## src/rtl/dump_sequencer.sv

```systemverilog
// Purpose : replays one channel capture RAM, oldest sample first, byte by byte into UART_tx.
// Latency : dump_req -> first trmt 4 clks; tx_done -> next trmt 4 clks.
// Backpressure: one byte in flight; the next RAM read waits for tx_done of the current byte.
//
// Ports:
//   clk, rst_n                 clock, async active-low reset
//   dump_req, dump_ch          start pulse and channel (1..5) from the command processor
//   trace_end                  address of the newest sample; the dump ends on it
//   ram_addr, ram_rd_en,       read port to the channel RAMs (data one cycle after rd_en),
//   ch_sel, ram_rdata          ch_sel steers which RAM drives ram_rdata
//   tx_data, trmt, tx_done     byte handshake with UART_tx
//   dumping, dump_done, bad_ch status to the command processor
module dump_sequencer #(
    parameter int ENTRIES = 384,
    parameter int ADDR_W  = 9
) (
    input  logic              clk,
    input  logic              rst_n,
    input  logic              dump_req,
    input  logic [2:0]        dump_ch,
    input  logic [ADDR_W-1:0] trace_end,
    output logic [ADDR_W-1:0] ram_addr,
    output logic              ram_rd_en,
    output logic [2:0]        ch_sel,
    input  logic [7:0]        ram_rdata,
    output logic [7:0]        tx_data,
    output logic              trmt,
    input  logic              tx_done,
    output logic              dumping,
    output logic              dump_done,
    output logic              bad_ch
);

    localparam logic [ADDR_W-1:0] LAST = ADDR_W'(ENTRIES - 1);

    typedef enum logic [2:0] {IDLE, RD, LAT, SEND, WAIT_TX, FIN} state_t;

    state_t            state, state_nxt;
    logic [ADDR_W-1:0] count, count_nxt;
    logic [ADDR_W-1:0] ram_addr_nxt;
    logic [2:0]        ch_sel_nxt;
    logic [7:0]        tx_data_nxt;
    logic              rd_en_nxt, trmt_nxt, dumping_nxt, done_nxt, bad_nxt;
    logic              ch_ok;

    assign ch_ok = (dump_ch != 3'd0) && (dump_ch <= 3'd5);

    // All outputs are registered; the next-state logic computes their next values,
    // so each strobe is high during the state it is named after (rd_en in RD, trmt
    // in the first WAIT_TX cycle).
    always_ff @(posedge clk or negedge rst_n) begin
        if (!rst_n) begin
            state     <= IDLE;
            count     <= '0;
            ram_addr  <= '0;
            ram_rd_en <= 1'b0;
            ch_sel    <= 3'd0;
            tx_data   <= 8'd0;
            trmt      <= 1'b0;
            dumping   <= 1'b0;
            dump_done <= 1'b0;
            bad_ch    <= 1'b0;
        end else begin
            state     <= state_nxt;
            count     <= count_nxt;
            ram_addr  <= ram_addr_nxt;
            ram_rd_en <= rd_en_nxt;
            ch_sel    <= ch_sel_nxt;
            tx_data   <= tx_data_nxt;
            trmt      <= trmt_nxt;
            dumping   <= dumping_nxt;
            dump_done <= done_nxt;
            bad_ch    <= bad_nxt;
        end
    end

    always_comb begin
        state_nxt    = state;
        count_nxt    = count;
        ram_addr_nxt = ram_addr;
        ch_sel_nxt   = ch_sel;
        tx_data_nxt  = tx_data;
        dumping_nxt  = dumping;
        rd_en_nxt    = 1'b0;
        trmt_nxt     = 1'b0;
        done_nxt     = 1'b0;
        bad_nxt      = 1'b0;
        case (state)
            IDLE: begin
                if (dump_req) begin
                    if (ch_ok) begin
                        ch_sel_nxt   = dump_ch;
                        // Oldest sample sits just after the newest one; an out-of-range
                        // trace_end also restarts at 0 so no address >= ENTRIES is driven.
                        ram_addr_nxt = (trace_end >= LAST) ? '0 : trace_end + ADDR_W'(1);
                        count_nxt    = '0;
                        dumping_nxt  = 1'b1;
                        rd_en_nxt    = 1'b1;
                        state_nxt    = RD;
                    end else begin
                        bad_nxt = 1'b1;
                    end
                end
            end
            RD: begin
                state_nxt = LAT;
            end
            LAT: begin
                tx_data_nxt = ram_rdata;
                state_nxt   = SEND;
            end
            SEND: begin
                trmt_nxt  = 1'b1;
                state_nxt = WAIT_TX;
            end
            WAIT_TX: begin
                if (tx_done) begin
                    if (count == LAST) begin
                        state_nxt = FIN;
                    end else begin
                        count_nxt    = count + ADDR_W'(1);
                        ram_addr_nxt = (ram_addr >= LAST) ? '0 : ram_addr + ADDR_W'(1);
                        rd_en_nxt    = 1'b1;
                        state_nxt    = RD;
                    end
                end
            end
            FIN: begin
                done_nxt    = 1'b1;
                dumping_nxt = 1'b0;
                state_nxt   = IDLE;
            end
            default: begin
                state_nxt = IDLE;
            end
        endcase
    end

endmodule

```

## config.mk

```make
export PLATFORM = sky130hd
export DESIGN_NAME = dump_sequencer
export DESIGN_NICKNAME = d
export VERILOG_FILES = /design/src/rtl/dump_sequencer.sv
export SDC_FILE = /design/constraint.sdc
export NUM_CORES = 1
export LEC_CHECK = 0
export ABC_AREA = 1
export CORE_ASPECT_RATIO = 0.8
export CORE_MARGIN = 2
export CORE_UTILIZATION = 46
export DETAILED_ROUTE_END_ITERATION = 10
export PLACE_DENSITY = 0.74
export SYNTH_ARGS = -nofsm -noshare
export SYNTH_HDL_FRONTEND = slang
export SYNTH_SLANG_ARGS = --single-unit
```

## constraint.sdc

```tcl
create_clock -name clk -period 1.7 [get_ports clk]
set_input_delay 0.17 -clock clk [delete_from_list [all_inputs] [get_ports clk]]
set_output_delay 0.17 -clock clk [all_outputs]
set_load 0.02 [all_outputs]
```

# Word level (Yosys, flattened, before mapping)
# Index checks and enable logic that the tools add are counted.
# W data, S select, Z words.
[word_totals]
output_inout_bits = 25
ff_bits = 37
[classes]
mux = 30
n_addsub = 3
n_eq_ne = 10
magnitude_cmp = 3
reduce_logical = 9
[ops]
columns = ["cell", "n"]
rows = [
  ["$mux W9", 10],
  ["$pmux W9 S2", 2],
  ["$add A9 B1 Y9 const B", 3],
  ["$ge A9 B9 Y1 const B", 2],
  ["$pmux W3 S5", 1],
  ["$mux W3", 4],
  ["$mux W1", 11],
  ["$eq A9 B9 Y1 const B", 1],
  ["$reduce_and A3 Y1", 3],
  ["$ne A2 B2 Y1 const B", 4],
  ["$eq A3 B2 Y1 const B", 2],
  ["$eq A3 B3 Y1 const B", 2],
  ["$reduce_and A5 Y1", 1],
  ["$pmux W1 S2", 2],
  ["$reduce_bool A2 Y1", 2],
  ["$eq A3 B1 Y1 const B", 1],
  ["$le A3 B3 Y1 const B", 1],
  ["$logic_not A3 Y1", 1],
  ["$reduce_bool A3 Y1", 1],
  ["$logic_and A1 B1 Y1", 1],
]

# Logic depth before layout (Yosys ltp)
# Gate-level depths: netlist (run 1).
[logic_depth]
depth_word = 5
ltp_mapped = 10
mapped_depth_nobuf = 10

# Worst setup path after synthesis (run 1)
# Ideal clock, no wire load.
[synth_path]
path_kind = "register -> register"
from = "reg ram_addr[0]"
to = "reg ram_addr[7]"
setup_ns = 0.116
slack_ns = 0.211
arrival_ns = 1.373
period_less_slack_ns = 1.489
stages_incl_launch_ff = 11
path_buffers = 0
cell_sequence = "dfrtp_1 > ha_1 > nand2_1 > nor2_1 > nand3_1 > nand2_1 > nand2_2 > nand3_1 > nand2_1 > nand2_1 > nand2_1"
[synth_between]
elab_chain_cells = 5
word_cells_on_any_way = 6
cone_classes = "1 x add/sub; 1 x order compare; 4 x mux"
[synth_lines]
columns = ["item", "line_no", "text"]
rows = [
  ["start: declaration", "22", "output logic [ADDR_W-1:0] ram_addr,"],
  ["start signal: assignment", "66", "ram_addr <= ram_addr_nxt;"],
  ["$add A9 B1 Y9 or $ge A9 B9 Y1 (tied branches)", "122", "ram_addr_nxt = (ram_addr >= LAST) ? '0 : ram_addr + ADDR_W'(1);"],
  ["$mux W9 (*)", "122", ""],
  ["$mux W9 (*)", "118", "if (count == LAST) begin"],
  ["$mux W9 (*)", "117", "if (tx_done) begin"],
  ["$pmux W9 S2 (*)", "88", "case (state)"],
]
# Every way passes the cells marked *; elsewhere a longest branch is shown, timed or not. The select of a mux whose other input is x is not followed.
# A chain may end at the register's enable or synchronous reset.

# Worst setup path in the final report (run 1)
[layout_path]
from = "reg ram_addr[6]"
to = "out ram_addr[6]"
# No word-level cell between the ends.

==> results.tsv, run 1 <==
metric	value	unit
status	completed	
Leak	1.37	nW
drc violations	0	
clk slew on worst S/H paths	70	ps
GPL Wtd Cong	0.815	
drt initial violations	126	
final cycle utilization of the critical path	0.936	
setup ws final	108	ps
CTS tree	built	
CP Data Arrival Time	1420	ps
drt pass-1 iters	4	
clock sinks	37	
Initial Util	0.476	
WP buf/inv	1	
Synth Instances	272	
Post-Route Skew	4.87	ps
final setup fails	0	
type of the worst setup path	reg2out	
register bit total from synthesis	37	
Top delay family on crit path	buffers and inverters	
Max Freq	628	MHz
fin crit period	1590	ps
synthesized area	0.00218	mm²
Worst Reg-to-Reg Cells	8	
HP Class	in2async	
global-route usage over all layers	0.196	
first-pass GRT wire length	8.05	mm
Cells after DPL	383	
pin count of the biggest net entering global routing	25	
dpl hpwl	3.55	mm
Slew Viols, Final	0	
routed vias	1912	
initial antenna violation count	0	
# port buffers	48	
max cap viols	0	
CP Max Fanout	7	
worst rel slew slack	0.650	
maximum vdd drop	790	µV
H-tree lvl count	2	
Final Hold Fails	0	
vias in the first global route	1842	
IO Count	49	
GR Overflow Total	0	
Routed Antenna Nets	0	
register area share after synthesis	0.425	
Yosys warnings	0	
start of the worst register-to-register path	count[0]$_DFFE_PN0P_	
Routed wire per std cell	11.6	µm
Mean Syn Cell Area	8.00	µm²
Die Y	65.5	µm
worst-path cell with the longest stage delay	clkdlybuf4s50_1	
Antenna Cells	0	
CP endpoint kind	output pin	
fraction of layout cells with a size suffix above 1	0.165	
Slew @ Worst Pin	524	ps
FP Rows	22	
Net Count, Synth	299	
Finished Cell Area	0.00287	mm²
critical-path cell list	clkdlybuf4s50_1	
WP data required	1530	ps
critical path's largest stage delay	650	ps
nets	361	
cell area power density	1510	mW/mm²
Num CTS Buffers	5	
clock root buffer master	clkbuf_8	
count of unique library cells instantiated by Yosys	31	
placed cell area	0.00274	mm²
worst reg-to-reg setup slack	110	ps
final std cells w/o fill	394	
Longest Clk Path Bufs	2	
pre-CTS worst setup slack	20.7	ps
core area	0.00457	mm²
Vias/cell	4.85	
Die X	80.9	µm
RR Endpoint	ram_addr[0]$_DFFE_PN0P_	
Worst setup SP type	flop	
worst-skew pair later-pin latency	290	ps
area delta synth->final	31.9	%
total wire length	4.57	mm
die area	0.00530	mm²
[area by class of cell]
type | count | area [µm²]
Tap cell | 60 | 75.1
Sequential cell | 37 | 926
Multi-Input combinational cell | 203 | 1120
Fill cell | 416 | 1700
Timing Repair Buffer | 57 | 546
Clock buffer | 7 | 86.3
Inverter | 30 | 120
[sequential cells by signal, indices dropped and copies added (netlist names)]
| name | cells |
|---|---|
| count | 9 |
| ram_addr | 9 |
| tx_data | 8 |
| ch_sel | 3 |
| state | 3 |
| bad_ch | 1 |
| dump_done | 1 |
| dumping | 1 |
| ram_rd_en | 1 |
| trmt | 1 |
[timing repair]
item | 4_1_cts | 5_1_grt
hold buffers | 1 | 0
hold endpoints to repair | 22 | 0
buffers inserted | 0 | 3
gates resized for setup | 0 | 5
setup endpoints to repair | 0 | 17
[stage by stage]
stage / hold slack, ps / util / TNS, ps / power (W)
final: 384 / 0.628 / 0 / 0.00432
after global routing: 426 / 0.628 / -30.1 / 0.00465
after CTS: 414 / 0.620 / 0 / 0.00431
after detailed placement: 177 / 0.599 / 0 / 0.00368
after global placement: 179 / 0.599 / 0 / 0.00363
after floorplan: -126 / - / 0 / 0.00284
[power breakdown]
group	total, W	leakage, nW	switching, W	internal [W]
Sequential	0.00154	0.472	0.000317	0.00122
Combinational	0.00216	0.857	0.00115	0.00101
Clock	0.000618	0.0443	0.000296	0.000322
Total	0.00432	1.37	0.00176	0.00256
[kinds of logic (layout without fill, tap and decap cells)]
group / after synthesis / count (layout) / share of synthesized area
DFF: 37 / 37 / 0.425
AOI/OAI and AO/OA: 20 / 20 / 0.0517
xor gates and xnor gates: 11 / 11 / 0.0443
muxes: 8 / 8 / 0.0414
adders and majority gates: 3 / 3 / 0.0172
and+or+nand+nor: 161 / 161 / 0.353
buffers and inverters: 32 / 94 / 0.0667
[worst max path at each step]
stage                                  from                       to  slack (ps)  depth (start not counted)
finish              ram_addr[6]$_DFFE_PN0P_              ram_addr[6]         110                          1
floorplan           ram_addr[0]$_DFFE_PN0P_  ram_addr[7]$_DFFE_PN0P_         210                         10
CTS                    count[0]$_DFFE_PN0P_  ram_addr[0]$_DFFE_PN0P_          30                          8
global route           count[0]$_DFFE_PN0P_  ram_addr[2]$_DFFE_PN0P_         -10                          8
detailed placement               dump_ch[2]     count[7]$_DFFE_PN0P_          20                          8
global placement               trace_end[3]  ram_addr[3]$_DFFE_PN0P_          70                         10
[cell usage after synthesis]
master / count / area [µm²]
nor2_2: 2 / 12.5
inv_2: 2 / 7.51
nand2_4: 2 / 22.5
nand3_4: 1 / 17.5
o21ai_1: 1 / 5.00
nand3_1: 24 / 120
inv_6: 1 / 8.76
nand3b_1: 1 / 7.51
inv_1: 27 / 101
dfrtp_1: 37 / 926
nor3_1: 6 / 30.0
ha_1: 3 / 37.5
nand3_2: 3 / 30.0
o211ai_1: 1 / 7.51
nor3_4: 1 / 16.3
mux2_2: 8 / 90.1
nand4_1: 1 / 6.26
xor2_1: 9 / 78.8
xnor2_1: 2 / 17.5
buf_12: 1 / 20.0
nand2_2: 12 / 75.1
nand2_1: 80 / 300
a21oi_1: 3 / 15.0
o21ai_0: 13 / 65.1
nor2_4: 1 / 11.3
o22ai_2: 1 / 12.5
o21bai_1: 1 / 7.51
nand3b_4: 1 / 20.0
buf_4: 1 / 7.51
nor2_1: 25 / 93.8
or2_2: 1 / 6.26
[layout by cell type (no fill, tap or decap), types with 3 or more instances in the layout]
cell type	netlist	routed
nand3_1	24	23
mux2_2	8	8
clkdlybuf4s50_1	0	47
a21oi_1	3	3
nor2_1	25	24
buf_4	1	8
nor3_1	6	6
nand2_2	12	12
inv_1	27	27
nand3_2	3	4
dfrtp_1	37	37
clkbuf_8	0	6
nand2_1	80	80
xor2_1	9	9
nor2_2	2	3
o21ai_0	13	13
[per-layer routing]
layer  GRT usage  vias up  share of wire
li1            -      995              -
met1       0.278      882           0.51
met2       0.296       28           0.45
met3      0.0385        7          0.034
met4      0.0678        0          0.010
met5           0        -              0
No activity file was read; power rests on OpenSTA's default activity.
==> inputs of run 2 (changes only) <==
--- a/config.mk
+++ b/config.mk
@@ -6,6 +6,7 @@
 export NUM_CORES = 1
 export LEC_CHECK = 0
 export ABC_AREA = 1
+export CAP_MARGIN = 5
 export CORE_ASPECT_RATIO = 0.8
 export CORE_MARGIN = 2
 export CORE_UTILIZATION = 46
==> results of run 2 <==
Final layout, timing and power as in run 1 (identical DEF).
